**src/rtl/bip_pkg.sv**
```systemverilog
// Shared definitions for the processor core: fetch sequencer state encoding
// and the default PC / cycle-counter widths.
package bip_pkg;

    typedef enum logic [1:0] {
        IDLE   = 2'd0,
        FETCH  = 2'd1,
        EXEC   = 2'd2,
        HALTED = 2'd3
    } pc_state_t;

    localparam int PC_LENGTH     = 11;
    localparam int CYCLE_COUNT_W = 32;

endpackage : bip_pkg

```
**src/rtl/cycle_counter.sv**
```systemverilog
// Saturating run-time counter: counts enabled cycles, synchronous clear has
// priority over counting, and the value sticks at all-ones instead of wrapping.
module cycle_counter #(
    parameter int W = 32
) (
    input  logic         clk,
    input  logic         rst_n,
    input  logic         en,
    input  logic         clr,
    output logic [W-1:0] count
);

    logic [W-1:0] count_q;

    // Clear wins over count; saturate at the maximum value.
    always_ff @(posedge clk or negedge rst_n) begin
        if (!rst_n) begin
            count_q <= '0;
        end else if (clr) begin
            count_q <= '0;
        end else if (en && (count_q != {W{1'b1}})) begin
            count_q <= count_q + {{(W-1){1'b0}}, 1'b1};
        end
    end

    assign count = count_q;

endmodule : cycle_counter

```
**src/rtl/pc_fetch_ctrl.sv**
```systemverilog
// Program-counter register and fetch/execute sequencer.
// Optional feature: define PC_CYCLE_COUNT_EN to build the saturating run-time
// counter behind cycle_count; without it cycle_count is tied to zero.
//
// Control inputs are level-sampled, not handshaked: start is only looked at in
// IDLE, clear only in HALTED, halt only in EXEC. There is no valid/ready pair;
// a held level is simply acted upon in the state that samples it.
// state_dbg exposes the FSM state register for checkers.
module pc_fetch_ctrl
    import bip_pkg::*;
#(
    parameter int LENGTH  = PC_LENGTH,
    parameter int COUNT_W = CYCLE_COUNT_W
) (
    input  logic               clk,
    input  logic               rst_n,
    input  logic               start,
    input  logic               clear,
    input  logic               halt,
    input  logic [LENGTH-1:0]  new_pc,
    output logic [LENGTH-1:0]  pc,
    output logic               pc_inc,
    output logic               exec_en,
    output logic               running,
    output logic               done,
    output logic [COUNT_W-1:0] cycle_count,
    output logic [1:0]         state_dbg
);

    pc_state_t         state_q, state_d;
    logic [LENGTH-1:0] pc_q, pc_d;

    // State and PC registers; reset returns to IDLE at address 0.
    always_ff @(posedge clk or negedge rst_n) begin
        if (!rst_n) begin
            state_q <= IDLE;
            pc_q    <= '0;
        end else begin
            state_q <= state_d;
            pc_q    <= pc_d;
        end
    end

    // Next-state and next-PC decode. new_pc is only consumed in EXEC; the
    // incrementer owns the arithmetic, so wrap-around needs no handling here.
    always_comb begin
        state_d = state_q;
        pc_d    = pc_q;
        case (state_q)
            IDLE: begin
                pc_d = '0;
                if (start) begin
                    state_d = FETCH;
                end
            end
            FETCH: begin
                state_d = EXEC;
            end
            EXEC: begin
                if (halt) begin
                    state_d = HALTED;
                end else begin
                    pc_d    = new_pc;
                    state_d = FETCH;
                end
            end
            HALTED: begin
                if (clear) begin
                    pc_d    = '0;
                    state_d = IDLE;
                end
            end
            default: begin
                state_d = IDLE;
                pc_d    = '0;
            end
        endcase
    end

    // Output decode: everything from registered state except exec_en,
    // which must drop in the same EXEC cycle the decoder flags a HALT.
    always_comb begin
        pc_inc  = 1'b0;
        exec_en = 1'b0;
        running = 1'b0;
        done    = 1'b0;
        case (state_q)
            FETCH: begin
                running = 1'b1;
            end
            EXEC: begin
                running = 1'b1;
                pc_inc  = 1'b1;
                exec_en = ~halt;
            end
            HALTED: begin
                done = 1'b1;
            end
            default: begin
            end
        endcase
    end

    assign pc        = pc_q;
    assign state_dbg = state_q;

`ifdef PC_CYCLE_COUNT_EN
    logic cnt_en;
    logic cnt_clr;

    // Count every FETCH/EXEC cycle; restart only when a new run begins, so the
    // last run time survives HALTED and the return to IDLE.
    assign cnt_en  = (state_q == FETCH) || (state_q == EXEC);
    assign cnt_clr = (state_q == IDLE) && start;

    cycle_counter #(
        .W (COUNT_W)
    ) u_cycle_counter (
        .clk   (clk),
        .rst_n (rst_n),
        .en    (cnt_en),
        .clr   (cnt_clr),
        .count (cycle_count)
    );
`else
    assign cycle_count = '0;
`endif

endmodule : pc_fetch_ctrl

```
**config.mk**
```make
export PLATFORM = sky130hd
export DESIGN_NAME = pc_fetch_ctrl
export DESIGN_NICKNAME = d
export VERILOG_FILES = /design/src/rtl/bip_pkg.sv /design/src/rtl/cycle_counter.sv /design/src/rtl/pc_fetch_ctrl.sv
export SDC_FILE = /design/constraint.sdc
export NUM_CORES = 1
export LEC_CHECK = 0
export BUFFER_PORTS_ARGS = -buffer_cell sky130_fd_sc_hd__buf_2
export CAP_MARGIN = 5
export CORE_ASPECT_RATIO = 0.75
export CORE_MARGIN = 2
export CORE_UTILIZATION = 42
export CTS_BUF_LIST = sky130_fd_sc_hd__clkbuf_4 sky130_fd_sc_hd__clkbuf_8
export CTS_CLUSTER_SIZE = 24
export DETAILED_ROUTE_END_ITERATION = 8
export PLACE_DENSITY = 0.83
export SETUP_SLACK_MARGIN = 0.2
export SYNTH_ARGS = -nofsm -noshare
export SYNTH_HDL_FRONTEND = slang
export SYNTH_SLANG_ARGS = --single-unit
```
**constraint.sdc**
```tcl
create_clock -name clk -period 1.9 [get_ports clk]
set_clock_uncertainty 0.1 [all_clocks]
set_input_delay 0.095 -clock clk [delete_from_list [all_inputs] [get_ports clk]]
set_output_delay 0.095 -clock clk [all_outputs]
set_load 0.1 [all_outputs]
```
======== Word-level counts from Yosys, hierarchy flattened ========
Index checks and enable logic that the tools add are counted.
cells by class
  equality and inequality tests ........... 6
  multiplexer cells ....................... 11
  reductions and logical operators ........ 5
  bitwise logic cells ..................... 1
operators with widths
  kind                                                                    number
  11-bit case mux with 3 select lines                                     1
  11-bit 2-to-1 mux                                                       2
  2-bit case mux with 4 select lines                                      1
  2-bit 2-to-1 mux                                                        3
  2-bit != test (second input constant)                                   3
  2-bit equality test (second input constant)                             2
  1-bit 2-to-1 mux                                                        4
  3-bit AND reduction                                                     1
  3-bit nonzero test                                                      1
  2-bit by 1-bit equality test with 1-bit output (second input constant)  1
  2-bit zero test                                                         1
  2-bit AND reduction                                                     1
  2-bit OR reduction                                                      1
  1-bit inverter                                                          1
word-level totals
  bits in registers ....................... 13
  logic and storage cells ................. 25

======== Longest topological paths before layout ========
  depth in word-level cells ............... 3
  mapped depth ............................ 6
  mapped depth without buffers ............ 5

======== Worst setup path after synthesis ========
OpenSTA, ideal clock, no wires.
  kind .................................... reg2out
  from .................................... register state_q[1] (netlist: state_dbg[1])
  to ...................................... output exec_en
  data required time ...................... 1.705 ns
  slack ................................... -1.182 ns
  path buffers ............................ 1
  stages on the path, launching flop included .. 4
  arrival time ............................ 2.887 ns
  path through ............................ dfrtp_1 > ha_1 > buf_2 > nor2b_1
on the way
  word-level cells in the longest chain between the ends .. 2
ends and longest elaborated chain
  what                      line                 source
  start: declaration        pc_fetch_ctrl.sv:30  pc_state_t state_q, state_d;
  start signal: assignment  pc_fetch_ctrl.sv:39  state_q <= state_d;
  2-bit equality test       pc_fetch_ctrl.sv:87  case (state_q)
  1-bit 2-to-1 mux          pc_fetch_ctrl.sv:87
  end: declaration          pc_fetch_ctrl.sv:23  output logic exec_en,
Every way passes these cells.

======== Worst setup path after layout ========
  from .................................... register state_q[0] (netlist: state_dbg[0])
  to ...................................... output exec_en
The elaborated chain is that of the path after synthesis.

==> flow_summary.json <==
{
  "yosysTopAreaCellShare_pct": 36.0,
  "cts_tree": "built",
  "syn_to_final_growth_pct": 33.5,
  "start_util_pct": 44.8,
  "drt_wl_total_um": 1650,
  "crit_type": "register to output port",
  "wl_per_cell_um": 9.73,
  "antenna_found_initial": 0,
  "ant_nets": 0,
  "synth-seq-cells": 13,
  "drtIter0Drc": 7,
  "h-tree-depth": 1,
  "io_pins": 65,
  "numClockSinks": 13,
  "grt_max_degree": 14,
  "rsz0062_at_grt": "false",
  "clockBufferDepth": 2,
  "num_rows": 14,
  "avgSynthCellArea_um2": 9.22,
  "fp.dieH_um": 44.2,
  "setup_viol_count_final": 0,
  "grt_overflow_total": 0,
  "drtPass1Iterations": 4,
  "hp-class": "input pin to register",
  "cp-end-kind": "output port",
  "root_buffer": "clkbuf_4",
  "layout.nets": 166,
  "status": "complete, no violations",
  "grt_first_pass_wirelength_um": 2450,
  "place.port_buffers": 32,
  "fmax_ghz": 0.614,
  "drv_cap": 0,
  "ys_seq_area_share_pct": 36.0,
  "clk_pin_slew_ns": 0.08,
  "place_inst": 153,
  "grt_use_total_pct": 12.9,
  "vias": 674,
  "finalHoldViolations": 0,
  "drc": 0,
  "worstPathRequired_ns": 1.70,
  "maxSlewViolCount": 0,
  "crit_arrival_ns": 1.43,
  "final_core_util_pct": 59.9,
  "syn_inst": 98,
  "routabilityCongestion": 0.635,
  "grt_pass1_vias": 573,
  "yosysTopAreaCell": "dfrtp_1",
  "synthTopCellsByArea": "dfrtp_1, buf_4, mux2i_1, ha_1, inv_1",
  "yosys_warnings": 0,
  "die_area_um2": 2540,
  "die_x_um": 57.6,
  "synth_area_um2": 903,
  "viasPerCell": 3.99,
  "core_um2": 2010,
  "min_period_ns": 1.63,
  "stdcell_count": 169,
  "final_layout_size_suffix_gt1_share_pct": 32.4,
  "clkLatencyLatePin_ns": 0.27,
  "cp_max_fo": 7,
  "post-route-period-util_pct": 85.7,
  "post-dp-hpwl_um": 1270,
  "post_cts_buffers": 0,
  "start_kind": "register",
  "synth_cell_types": 15,
  "cts-buffers-inserted": 3,
  "antenna_cells": 0
}
[cell usage in the layout (no fill, tap or decap)]
master         instances
a2bb2oi_1              1
nor2b_4                1
inv_4                  1
inv_1                 11
and2_1                 1
buf_2                 29
conb_1                32
buf_12                 1
dlygate4sd3_1         12
nor2_1                 1
clkbuf_4               6
mux2i_1               12
dfrtp_1               11
nand2_1               13
a31oi_1                2
nand2b_1               2
inv_2                  1
ha_4                   4
dfrtp_4                2
buf_4                  2
[sequential cells by signal (all words and copies together) (netlist names)]
name / count
state_dbg: 2
pc: 11
[path summary, 6_finish.rpt]
path                            cells past startpoint  slack (ns)    startpoint           end
min in group asynchronous                           2        0.17         rst_n  state_dbg[0]
max in group asynchronous                           2        1.28         rst_n  state_dbg[1]
worst min register to register                      2        0.42         pc[9]         pc[9]
worst max-delay path                                4        0.27  state_dbg[0]       exec_en
worst min-delay path                                3        0.02          halt  state_dbg[1]
worst max register to register                      6        0.30  state_dbg[0]         pc[5]
[synth_stat cells]
| master | instances |
|---|---|
| buf_4 | 32 |
| dfrtp_1 | 13 |
| inv_1 | 13 |
| nand2_1 | 13 |
| mux2i_1 | 12 |
| ha_1 | 4 |
| a31oi_1 | 2 |
| nand2b_1 | 2 |
| a2bb2oi_1 | 1 |
| and2_1 | 1 |
| buf_2 | 1 |
| buf_6 | 1 |
| conb_1 | 1 |
| nor2_1 | 1 |
| nor2b_1 | 1 |
[repair_timing]
item                                   4_1_cts  5_1_grt
setup endpoints to repair                    1        2
hold buffers                                12        0
endpoints found under the hold margin       24        0
gates resized for setup                      2        2
[stage by stage]
step	cell area, um^2	setup slack, ns	hold slack, ns	TNS, ns
floorplan	1070	-0.0207	-0.301	-0.207
global placement	1040	0.383	-0.112	0
detailed placement	1040	0.317	-0.0930	0
CTS	1200	0.199	0.00839	0
global route	1210	0.210	0.0256	0
finish	1210	0.272	0.0154	0
[cell families (layout without fill, tap and decap cells)]
logic type	after synthesis	count (layout)	share of synthesized area, %
AO/OA/AOI/OAI	3	3	2.35
flip-flops	13	13	36.0
adder cells (fa/ha/maj)	4	4	5.54
other	1	32	0.415
AND/OR/NAND/NOR	18	18	8.59
buffers and inverters	47	63	33.8
multiplexers	12	12	13.3
[worst max-delay path, cell delays in order, from the launching register on]
cell and delay, ns:
dfrtp_4 0.52, inv_4 0.11, ha_4 0.18, nor2b_4 0.17, buf_12 0.18
[final cells by class]
cell class / count / area (um^2)
tap: 24 / 30.0
inverter: 13 / 51.3
fill: 197 / 808
multi-input combinational: 69 / 447
sequential: 13 / 333
clock buffer: 4 / 30.0
timing repair buffer: 46 / 315
[layer usage]
layer  track usage, %  routed length [um]
met1             14.7                 624
met2             23.6                 879
met3             6.14                 140
met4                0                   0
met5                0                   0
Power is left out: the tool's default activity adds up to more than one toggle a clock period on the data nets, which glitch-free logic cannot reach.
